==> src/rtl/mips_pkg.sv <==
// Shared types and constants for the MIPS boot/run sequencer.
package mips_pkg;

  typedef enum logic [2:0] {
    ST_IDLE    = 3'd0,
    ST_LOAD    = 3'd1,
    ST_RELEASE = 3'd2,
    ST_RUN     = 3'd3,
    ST_HALT    = 3'd4,
    ST_ERROR   = 3'd5
  } boot_state_t;

  localparam logic [31:0] SYSCALL_INSTR = 32'h0000000C;
  localparam logic [31:0] EXIT_V0       = 32'h0000000A;

  // The exit syscall is a plain syscall with $v0 holding the exit service code.
  function automatic logic is_exit_syscall(input logic [31:0] instr, input logic [31:0] v0);
    return (instr == SYSCALL_INSTR) && (v0 == EXIT_V0);
  endfunction

endpackage

==> src/rtl/sat_counter.sv <==
// Up-counter with synchronous clear that sticks at all-ones instead of wrapping.
module sat_counter #(
  parameter int unsigned W = 32
) (
  input  logic         clk,
  input  logic         rst_n,
  input  logic         clear,
  input  logic         enable,
  output logic [W-1:0] count
);

  // Clear wins over enable; once all-ones the count holds.
  always_ff @(posedge clk or negedge rst_n) begin
    if (!rst_n) begin
      count <= '0;
    end else if (clear) begin
      count <= '0;
    end else if (enable && (count != '1)) begin
      count <= count + W'(1);
    end
  end

endmodule

==> src/rtl/mips_boot_ctrl.sv <==
// Boot/run sequencer: holds the core in reset, streams an image into imem,
// releases the core, counts run cycles and stops it on the exit syscall.
module mips_boot_ctrl
  import mips_pkg::*;
#(
  parameter int unsigned ADDR_W         = 10,
  parameter int unsigned BOOT_BASE      = 0,
  parameter int unsigned RELEASE_CYCLES = 2,
  parameter int unsigned CYC_W          = 32
) (
  input  logic              clk,
  input  logic              reset,
  input  logic              start,
  input  logic              load_valid,
  output logic              load_ready,
  input  logic [31:0]       load_data,
  input  logic              load_last,
  output logic              imem_wr_en,
  output logic [ADDR_W-1:0] imem_wr_addr,
  output logic [31:0]       imem_wr_data,
  input  logic [31:0]       cpu_instr,
  input  logic [31:0]       cpu_v0,
  output logic              cpu_reset,
  output logic              cpu_stall,
  output logic              busy,
  output logic              halted,
  output logic              err_overflow,
  output logic [ADDR_W:0]   load_count,
  output logic [CYC_W-1:0]  run_cycles,
  output boot_state_t       dbg_state
);

  // Loader handshake: a word is accepted in a cycle iff load_valid && load_ready.
  // load_ready is high for the whole LOAD state and never depends on load_valid;
  // the producer must hold load_data/load_last stable while load_valid is high
  // and not yet accepted. An accepted word is written to imem in the same cycle.

  localparam logic [ADDR_W:0]   LAST_SLOT = {1'b0, {ADDR_W{1'b1}}};
  localparam logic [ADDR_W:0]   COUNT_ONE = {{ADDR_W{1'b0}}, 1'b1};
  localparam logic [ADDR_W-1:0] BASE_ADDR = ADDR_W'(BOOT_BASE);
  localparam logic [3:0]        REL_LOAD  = 4'(RELEASE_CYCLES - 1);

  boot_state_t     state, state_d;
  logic [ADDR_W:0] load_count_d;
  logic [3:0]      rel_cnt, rel_cnt_d;
  logic            accept;
  logic            run_clear;
  logic            run_enable;

  // State, load word counter and release countdown registers.
  always_ff @(posedge clk or negedge reset) begin
    if (!reset) begin
      state      <= ST_IDLE;
      load_count <= '0;
      rel_cnt    <= '0;
    end else begin
      state      <= state_d;
      load_count <= load_count_d;
      rel_cnt    <= rel_cnt_d;
    end
  end

  // Next-state logic plus output decode; outputs other than the imem write
  // port are pure decodes of the registered state.
  always_comb begin
    state_d      = state;
    load_count_d = load_count;
    rel_cnt_d    = rel_cnt;
    accept       = 1'b0;
    run_clear    = 1'b0;

    case (state)
      ST_IDLE, ST_HALT, ST_ERROR: begin
        if (start) begin
          state_d      = ST_LOAD;
          load_count_d = '0;
          run_clear    = 1'b1;
        end
      end
      ST_LOAD: begin
        if (load_valid) begin
          accept       = 1'b1;
          load_count_d = load_count + COUNT_ONE;
          if (load_last) begin
            state_d   = ST_RELEASE;
            rel_cnt_d = REL_LOAD;
          end else if (load_count == LAST_SLOT) begin
            // Image filled every slot but did not say it was finished.
            state_d = ST_ERROR;
          end
        end
      end
      ST_RELEASE: begin
        if (rel_cnt == 4'd0) begin
          state_d = ST_RUN;
        end else begin
          rel_cnt_d = rel_cnt - 4'd1;
        end
      end
      ST_RUN: begin
        if (is_exit_syscall(cpu_instr, cpu_v0)) begin
          state_d = ST_HALT;
        end
      end
      default: begin
        state_d = ST_IDLE;
      end
    endcase

    load_ready   = (state == ST_LOAD);
    imem_wr_en   = accept;
    imem_wr_addr = BASE_ADDR + load_count[ADDR_W-1:0];
    imem_wr_data = load_data;
    run_enable   = (state == ST_RUN);
    cpu_reset    = (state == ST_IDLE) || (state == ST_LOAD) ||
                   (state == ST_RELEASE) || (state == ST_ERROR);
    cpu_stall    = (state == ST_HALT);
    busy         = (state == ST_LOAD) || (state == ST_RELEASE);
    halted       = (state == ST_HALT);
    err_overflow = (state == ST_ERROR);
    dbg_state    = state;
  end

  sat_counter #(.W(CYC_W)) u_run_cycles (
    .clk    (clk),
    .rst_n  (reset),
    .clear  (run_clear),
    .enable (run_enable),
    .count  (run_cycles)
  );

endmodule

==> config.mk <==
export PLATFORM = sky130hd
export DESIGN_NAME = mips_boot_ctrl
export DESIGN_NICKNAME = d
export VERILOG_FILES = /design/src/rtl/mips_pkg.sv /design/src/rtl/sat_counter.sv /design/src/rtl/mips_boot_ctrl.sv
export SDC_FILE = /design/constraint.sdc
export NUM_CORES = 1
export LEC_CHECK = 0
export CORE_AREA = 2 2 101 103
export DETAILED_ROUTE_END_ITERATION = 6
export DIE_AREA = 0 0 103 105
export HOLD_SLACK_MARGIN = 0.15
export PLACE_DENSITY = 0.77
export SLEW_MARGIN = 20
export SYNTH_ARGS = -nofsm -noshare
export SYNTH_HDL_FRONTEND = slang
export SYNTH_SLANG_ARGS = --single-unit
==> constraint.sdc <==
create_clock -name clk -period 1.7 [get_ports clk]
set_input_delay 0.34 -clock clk [delete_from_list [all_inputs] [get_ports clk]]
set_output_delay 0.34 -clock clk [all_outputs]
set_load 0.01 [all_outputs]
## After elaboration in Yosys (flattened, before gate mapping)

Index checks and enable logic that the tools add are counted.

| cells by class | value |
|---|---|
| add/sub/neg operators | 3 |
| eq/ne operators | 16 |
| multiplexer cells | 20 |
| reduce and logical (&&, ||, !) cells | 15 |

Operator list:

| kind | number |
|---|---|
| $eq A32 B4 Y1 const B | 2 |
| $mux W32 | 2 |
| $add A32 B1 Y32 const B | 1 |
| $ne A32 B32 Y1 const B | 1 |
| $mux W11 | 2 |
| $pmux W11 S2 | 1 |
| $mux W3 | 6 |
| $mux W4 | 3 |
| $pmux W3 S4 | 1 |
| $add A11 B1 Y11 const B | 1 |
| $eq A11 B10 Y1 const B | 1 |
| $ne A2 B2 Y1 const B | 5 |
| $pmux W4 S2 | 1 |
| $eq A3 B2 Y1 const B | 2 |
| $eq A3 B3 Y1 const B | 2 |
| $reduce_bool A2 Y1 | 3 |
| $reduce_and A5 Y1 | 1 |
| $logic_not A4 Y1 | 1 |
| $logic_or A1 B1 Y1 | 4 |
| $mux W1 | 4 |
| $reduce_and A4 Y1 | 1 |
| $sub A4 B1 Y4 const B | 1 |
| $eq A3 B1 Y1 const B | 1 |
| $logic_not A3 Y1 | 1 |
| 5 further kinds | 6 |

| storage, ports and cells | value |
|---|---|
| register bits after elaboration | 50 |
| input bits | 101 |

## Depth between registers and ports, before layout

Gate-level depths: netlist of the first run.

| logic depth | value |
|---|---|
| word-level depth | 5 |
| gate-level depth with buffers | 7 |
| gate-level depth less buffers | 7 |

## Cells and area by module

Synthesis of the first run repeated with hierarchy kept, for this count alone.

| unflattened totals | value |
|---|---|
| cell total of the unflattened synthesis | 379 |
| area, all modules | 3,395.8 um^2 |

Modules (own cells, without submodules):

| module | times used | cells each | area each (um^2) |
|---|---|---|---|
| sat_counter | 1 | 198 | 1,854.3 |
| mips_boot_ctrl | 1 | 181 | 1,541.5 |

## Worst setup path before layout of the first run

Ideal clock, no wire load.

| timing | value |
|---|---|
| kind | reg-to-reg |
| from | reg u_run_cycles.count[0] |
| to | reg u_run_cycles.count[7] |
| library setup time | 78 ps |
| arrival time | 1,838 ps |
| data required time | 1,622 ps |
| slack | -216 ps |
| stages on the path, launching flop included | 8 |
| path buffers | 1 |
| path through | dfrtp_1 ha_1 nand4_1 nor3_2 and3_1 buf_6 or4_1 a21oi_1 |

| between the ends | value |
|---|---|
| cells in the longest elaborated chain, start to end | 3 |

RTL lines:

| element | RTL line | RTL |
|---|---|---|
| from (decl) | sat_counter.sv:9 | `output logic [W-1:0] count` |
| from (signal assigned) | sat_counter.sv:19 | `count <= count + W'(1);` |
| $add A32 B1 Y32 or $ne A32 B32 Y1 (tied branches) | sat_counter.sv:19, sat_counter.sv:18 |  |
| $mux W32 or $logic_and A1 B1 Y1 (tied branches) | sat_counter.sv:18 | `end else if (enable && (count != '1)) begin` |
| $mux W32 or $reduce_bool A2 Y1 (tied branches) | - |  |

Several ways; a longest one is shown, not always the timed one. The select of a mux whose other input is x is not followed.
A chain may end at the register's enable or synchronous reset.

## Worst setup path after layout of the first run

| timing | value |
|---|---|
| from | reg state[2], in the netlist dbg_state[2] |
| to | reg u_run_cycles.count[23] |

| between the ends | value |
|---|---|
| cells in the longest elaborated chain, start to end | 4 |

RTL lines:

| element | RTL line | RTL |
|---|---|---|
| from (decl) | mips_boot_ctrl.sv:43 | `boot_state_t state, state_d;` |
| from (signal assigned) | mips_boot_ctrl.sv:57 | `state <= state_d;` |
| $eq A3 B3 Y1 or $logic_not A3 Y1 (tied branches) | mips_boot_ctrl.sv:72 | `case (state)` |
| $reduce_or A3 Y1 | mips_boot_ctrl.sv:72 |  |
| $mux W1 | mips_boot_ctrl.sv:72 |  |
| $mux W32 or $reduce_bool A2 Y1 (tied branches) | - |  |

Several ways; a longest one is shown, not always the timed one.

==> flow_summary.json, run 1 <==
{
  "setup.worst_path.class": "register to register",
  "ir_drop_uv": 819.1,
  "effective_utilization_at_floorplan": 0.3464,
  "max_cap_viol_count": 0,
  "clockRootBuffer": "clkbuf_8",
  "place_congestion": 0.9620,
  "synth.net_count": 471,
  "synth_area_per_cell_um2": 9.099,
  "synth_ff_type": "dfrtp_1",
  "endpoint_kind": "register",
  "cts.htree.levels": 2,
  "vias_per_cell": 5.136,
  "grt_pass1_vias": 3553,
  "rsz_0062_raised_after_global_routing": "yes",
  "cpMaxStageDelayCell": "dfrtp_2",
  "floorplan.core_area_um2": 9639,
  "dp_cell_count": 642,
  "synth.ff_latch_count": 50,
  "finalWorstPathRequiredPeriod_ns": 1.893,
  "number_of_nets_in_the_layout": 645,
  "ys_async_sr_fraction": 1.000,
  "n_fill_cell": 829,
  "critical_path.max_fanout": 6,
  "drc_errors": 0,
  "antenna_cells": 0,
  "ios": 196,
  "static_power_due_to_leakage_uw": 0.003090,
  "finalNonFillerCells": 675,
  "achievable-frequency_ghz": 0.5281,
  "port_buffers": 131,
  "critical_path_cell_sequence": "buf_6, and3b_2, and4_4, o2111ai_4, or3_1, a21oi_1",
  "cts.sinks": 50,
  "required_time_reported_for_the_critical_path_endpoint_ns": 1.94,
  "worstMarginPinSlew_ns": 0.3945,
  "drt_first_pass_iters": 4,
  "synth.yosys.seq_area_share": 0.3747,
  "clk_buf_depth": 2,
  "power.density_nw_per_um2": 776.3,
  "commonest_non_fill_non_tap_cell_in_the_layout": "buf_4",
  "row_count": 36,
  "dieArea_um2": 10820,
  "global_route_wire_length_before_repair_mm": 17.22,
  "count_of_final_setup_violators": 35,
  "total_clock_buffers_created_by_cts": 5,
  "timing.critical_path.max_delay_family": "simple AND/OR/NAND/NOR gates",
  "postRouteWirelength_mm": 11.34,
  "multi_input_area_um2": 1998,
  "dr_vias": 3467,
  "grt_usage": 0.1981,
  "worst_skew_pair_latency_ns": 0.31,
  "fraction_of_final_layout_cells_sized_beyond_drive_strength_1": 0.3376,
  "die-height_um": 105,
  "dpl_worst_slack_ns": -0.5394,
  "total_standard_cell_area_after_synthesis_um2": 3339,
  "post-route-worst-setup-slack_ns": -0.1934,
  "final-hold-violation-count": 0,
  "skew_ns": 0.005164,
  "grt_antenna_before_repair": 0,
  "synth-edff-count": 0,
  "crit_path_max_incr_delay_ns": 0.45,
  "syn_to_final_growth_pct": 69.65,
  "p_total_uw": 4398,
  "outcome": "complete, but fails checks",
  "pin_count_of_the_biggest_net_entering_global_routing": 31,
  "ys.warnings.count": 0,
  "mostFrequentLayoutCells": "87 x buf_4, 56 x dlymetal6s2s_1, 49 x clkdlybuf4s50_1",
  "path_buf_inv": 1,
  "critPathArrivalTime_ns": 2.13,
  "global_route.overflow_total": 0,
  "start_kind": "register",
  "floorplan.die.width_um": 103,
  "syn_inst": 367,
  "final_max_slew_viol_count": 0,
  "failing_checks": "negative setup slack",
  "worst_setup_hold_path_clk_slew_ns": 0.09,
  "layout_worst_path_cycle_share": 1.114,
  "dp_hpwl_mm": 8.086,
  "tritoncts": "done",
  "postRouteAntennaNets": 0,
  "slew_headroom": 0.7370,
  "iter_0_drt_violations": 96,
  "seq_area_um2": 1266,
  "yosysUniqueCellTypes": 57,
  "avgRoutedWirePerCell_um": 16.79,
  "timing.hold.worst.class": "register to register"
}
==> sequential cells by signal, summed over array words and instances (netlist names) <==
signal and flops:
load_count 11, dbg_state 3, u_run_cycles.count 32, rel_cnt 4
==> cell usage after synthesis (3+ instances only) <==
library cell | count | share of area
o21ai_0 | 14 | 0.021
o31ai_1 | 4 | 0.0090
xnor2_1 | 11 | 0.029
nand2b_1 | 3 | 0.0056
buf_2 | 3 | 0.0045
nand4_1 | 19 | 0.036
buf_6 | 4 | 0.013
nor3b_1 | 5 | 0.011
buf_4 | 44 | 0.099
and2_1 | 6 | 0.011
nor4b_1 | 3 | 0.0079
mux2i_1 | 6 | 0.018
nand3_1 | 9 | 0.013
nand2_1 | 32 | 0.036
inv_1 | 4 | 0.0045
or4_1 | 5 | 0.011
nor3_1 | 4 | 0.0060
a31oi_1 | 4 | 0.0075
nor2b_1 | 3 | 0.0056
or3_1 | 7 | 0.013
nor4_1 | 18 | 0.034
and4_4 | 4 | 0.013
nor2_1 | 29 | 0.033
a21oi_1 | 13 | 0.019
ha_1 | 3 | 0.011
dfrtp_1 | 50 | 0.37
and4_1 | 5 | 0.013
clkbuf_1 | 6 | 0.0067
and3_1 | 7 | 0.013
o211ai_1 | 4 | 0.0090
xor2_1 | 9 | 0.024
==> per-stage QoR <==
| step | TNS (ns) | instance area [um^2] | util | hold WS, ns |
|---|---|---|---|---|
| global route | -7.001 | 5665 | 0.5877 | 0.5526 |
| global placement | -4.214 | 4947 | 0.5132 | 0.3377 |
| finish | -3.301 | 5665 | 0.5877 | 0.5321 |
| floorplan | -0.6113 | 3381 | - | 0.04441 |
| CTS | -2.705 | 5270 | 0.5467 | 0.5508 |
| detailed placement | -5.334 | 4947 | 0.5132 | 0.3425 |
==> layout make-up <==
type	instances	share of cell area
Clock inverter	1	0.0008834
Inverter	4	0.002650
Clock buffer	7	0.01524
Tap cell	133	0.02937
Timing Repair Buffer	224	0.3757
Sequential cell	50	0.2235
Multi-Input combinational cell	256	0.3527
==> worst paths after layout <==
path | to | depth (start not counted) | startpoint | slack (ns)
setup / recovery | u_run_cycles.count[23]$_DFFE_PN0P_ | 6 | dbg_state[2]$_DFFE_PN0P_ | -0.19
hold / removal | load_count[0]$_DFFE_PN0P_ | 1 | load_count[0]$_DFFE_PN0P_ | 0.53
setup reg to reg | u_run_cycles.count[23]$_DFFE_PN0P_ | 6 | dbg_state[2]$_DFFE_PN0P_ | -0.19
hold reg to reg | load_count[0]$_DFFE_PN0P_ | 1 | load_count[0]$_DFFE_PN0P_ | 0.53
max in group asynchronous | load_count[8]$_DFFE_PN0P_ | 3 | reset | 0.79
min in group asynchronous | u_run_cycles.count[19]$_DFFE_PN0P_ | 3 | reset | 0.55
==> routing by layer <==
| layer | wire length, um | track usage |
|---|---|---|
| met4 | 242 | 0.05263 |
| met5 | 0 | 0 |
| met2 | 6044 | 0.3506 |
| met1 | 4592 | 0.2408 |
| met3 | 457 | 0.03946 |
==> where the power goes <==
group / leakage [uW] / internal (uW) / switching (uW)
logic: 0.00237 / 1210 / 993
clock network: 0.0000482 / 330 / 407
registers: 0.000668 / 1310 / 147
==> worst reg2reg max path: stages, from the launching register on <==
cell and delay [ns]:
dfrtp_2 0.45, buf_6 0.13, and3b_2 0.24, and4_4 0.30, o2111ai_4 0.19, or3_1 0.36
a21oi_1 0.15
==> repair_timing <==
item	CTS	global route
buffers inserted	15	10
gates resized for setup	83	100
pin swaps	23	35
hold endpoints to repair	50	0
endpoints found under the setup margin	49	89
hold buffers	1	0
gates cloned	0	0
==> logic make-up after synthesis <==
| kind of cell | Yosys count | share of synthesized area |
|---|---|---|
| AND/OR/NAND/NOR | 170 | 0.2952 |
| multiplexers | 7 | 0.02211 |
| AO/OA/AOI/OAI | 56 | 0.1162 |
| XOR/XNOR | 20 | 0.05245 |
| adder cells (fa/ha/maj) | 3 | 0.01124 |
| flip-flops | 50 | 0.3747 |
| buffers and inverters | 61 | 0.1281 |
Note: power is estimated with default switching activity, not from simulation.
==> run 2: changes to the inputs <==
ABC_AREA = 1   (was unset)
CORE_AREA = 2 2 106 108   (was 2 2 101 103)
DIE_AREA = 0 0 108 110   (was 0 0 103 105)
PLACE_DENSITY = 0.76   (was 0.77)
SETUP_SLACK_MARGIN = 0.02   (was unset)
==> flow_summary.json, run 2 <==
{
  "outcome": "complete, no violations",
  "dp_hpwl_mm": 9.330,
  "clockRootBuffer": "clkbuf_8",
  "intPower_uw": 1903,
  "rsz_0062_raised_after_global_routing": "yes",
  "skew_ns": 0.01187,
  "syn_inst": 584,
  "die-height_um": 110,
  "post-route-worst-setup-slack_ns": 0.01311,
  "syn_to_final_growth_pct": 55.96,
  "worstMarginPinSlew_ns": 0.4755,
  "synthDominantAreaCellType": "dfrtp_1",
  "clock_power_share": 0.286,
  "drc_errors": 0,
  "synth.ff_latch_count": 50,
  "grt_usage": 0.2021,
  "power_frac_comb": 0.227,
  "port_buffers": 131,
  "mostFrequentLayoutCells": "174 x nand2_1, 92 x nor2_1, 85 x clkdlybuf4s50_1",
  "fraction_of_final_layout_cells_sized_beyond_drive_strength_1": 0.2271,
  "endpoint_kind": "register",
  "vias_per_cell": 4.869,
  "slew_headroom": 0.6830,
  "synth.net_count": 688,
  "cts.sinks": 50,
  "drt_first_pass_iters": 5,
  "finish.utilization": 0.5613,
  "required_time_reported_for_the_critical_path_endpoint_ns": 1.91,
  "setup_tns_ns": 0,
  "post-synth-top-area-fraction": 0.3250,
  "critPathArrivalTime_ns": 1.90,
  "cells_on_worst_reg2reg_path": 10,
  "grt_pass1_vias": 4214,
  "layout_worst_path_cycle_share": 0.9923,
  "postRouteAntennaNets": 0,
  "ys.warnings.count": 0,
  "sequentialPowerShare": 0.487,
  "ys_async_sr_fraction": 1.000,
  "min_delay_path_depth": 1,
  "critical_path.max_fanout": 6,
  "yosysUniqueCellTypes": 38,
  "postLayoutCellArea_um2": 6005,
  "start_kind": "register",
  "swShare": 0.2764,
  "seq_area_um2": 1259,
  "synth_ff_type": "dfrtp_1",
  "antenna_cells": 0,
  "p_total_uw": 2630,
  "grt_antenna_before_repair": 0,
  "iter_0_drt_violations": 244,
  "floorplan.core_area_um2": 10700,
  "final-hold-violation-count": 0,
  "largest_register_ff_count": 32,
  "synth_common_cells": "183 x nand2_1, 104 x nor2_1, 54 x inv_1",
  "pin_count_of_the_biggest_net_entering_global_routing": 33,
  "leading_cell_type_by_number_of_instances_after_synthesis": "nand2_1",
  "total_clock_buffers_created_by_cts": 5,
  "synth_area_per_cell_um2": 6.592,
  "power.switching_uw": 726.8,
  "max_cap_viol_count": 0,
  "synth-edff-count": 0,
  "global_route_wire_length_before_repair_mm": 19.49,
  "dpl_worst_slack_ns": -0.1780,
  "avgRoutedWirePerCell_um": 14.17,
  "final_max_slew_viol_count": 0,
  "floorplan.die.width_um": 108,
  "place_congestion": 0.9229,
  "finalWorstPathRequiredPeriod_ns": 1.687,
  "multi_input_area_um2": 2185,
  "cts.htree.levels": 2,
  "biggestRegsByFlops": "u_run_cycles.count (32), load_count (11), rel_cnt (4)",
  "clk_buf_depth": 2,
  "static_power_due_to_leakage_uw": 0.003163,
  "power.density_nw_per_um2": 437.9,
  "commonest_non_fill_non_tap_cell_in_the_layout": "nand2_1",
  "dr_vias": 4348,
  "postRouteWirelength_mm": 12.65,
  "tritoncts": "done",
  "number_of_nets_in_the_layout": 856,
  "largest-register": "u_run_cycles.count",
  "post_dp_cell_area_um2": 5461,
  "row_count": 38,
  "achievable-frequency_ghz": 0.5928,
  "synth.yosys.seq_area_share": 0.3250,
  "effective_utilization_at_floorplan": 0.3599,
  "timing.hold.worst.class": "register to register",
  "ios": 196,
  "count_of_final_setup_violators": 0,
  "ir_drop_uv": 490.8,
  "worst_skew_pair_latency_ns": 0.31,
  "yosys-top-cells-area": "dfrtp_1 32%, nand2_1 18%, nor2_1 10%",
  "n_fill_cell": 983,
  "worst_setup_hold_path_clk_slew_ns": 0.10,
  "total_standard_cell_area_after_synthesis_um2": 3850,
  "dieArea_um2": 11880,
  "global_route.overflow_total": 0,
  "setup.worst_path.class": "register to register"
}
run 2: worst paths after layout:
path,slack [ns],to,start
setup / recovery,0.01,u_run_cycles.count[4]$_DFFE_PN0P_,u_run_cycles.count[31]$_DFFE_PN0P_
hold / removal,0.50,rel_cnt[0]$_DFFE_PN0P_,rel_cnt[0]$_DFFE_PN0P_
setup reg to reg,0.01,u_run_cycles.count[4]$_DFFE_PN0P_,u_run_cycles.count[31]$_DFFE_PN0P_
hold reg to reg,0.50,rel_cnt[0]$_DFFE_PN0P_,rel_cnt[0]$_DFFE_PN0P_
max in group asynchronous,0.62,u_run_cycles.count[22]$_DFFE_PN0P_,reset
min in group asynchronous,0.53,load_count[0]$_DFFE_PN0P_,reset
run 2: cell type report:
| type | count | share of cell area |
|---|---|---|
| clock inverter | 1 | 0.0008335 |
| timing repair buffer | 212 | 0.3392 |
| multi-input combinational | 421 | 0.3638 |
| sequential | 50 | 0.2096 |
| tap | 140 | 0.02917 |
| clock buffer | 7 | 0.01438 |
| inverter | 62 | 0.04293 |
run 2: power groups by stage:
stage	registers (uW)	clock network (uW)	logic [uW]
floorplan	1340	0	222
global placement	1310	0	533
detailed placement	1310	0	541
CTS	1280	762	569
global route	1290	819	648
finish	1280	751	598
run 2: cells by family (layout without fill, tap and decap cells):
logic type      count (synthesis)  count (layout)  synth area share
flops                          50              50            0.3250
buf+inv                       113             282            0.1615
fa+ha+maj                       3               3          0.009751
xor+xnor                       12              12           0.02730
compound gates                 27              27           0.04095
simple gates                  379             379            0.4355
run 2: critical path, cell delays in order, from the launching register on:
cell and delay [ns]:
dfrtp_1 0.37, inv_1 0.07, nor3_1 0.24, nand2_1 0.19, nor2_4 0.20, nand2_8 0.08, nand2_8 0.09, nand2_8 0.08
clkbuf_16 0.17, nand2_2 0.05, nand2_1 0.05
run 2: timing repair:
| item | CTS | global route |
|---|---|---|
| buffers inserted | 4 | 8 |
| cloned | 0 | 4 |
| hold buffers | 1 | 0 |
| resized for setup | 49 | 87 |
| endpoints found under the setup margin | 32 | 75 |
| endpoints found under the hold margin | 18 | 0 |
| pin swaps | 0 | 15 |
run 2: through the flow:
| step | hold WS (ns) | cells |
|---|---|---|
| floorplan | 0.04441 | 584 |
| global placement | 0.3068 | 868 |
| detailed placement | 0.3206 | 868 |
| CTS | 0.5022 | 881 |
| global route | 0.5418 | 893 |
| finish | 0.4993 | 893 |
run 2: layer usage:
layer  GRT usage  wire length [um]  part of all wire
met1      0.2614              5382              0.43
met2      0.3527              6196              0.49
met3     0.02881               834             0.066
met4     0.05861               238             0.019
met5           0                 0                 0
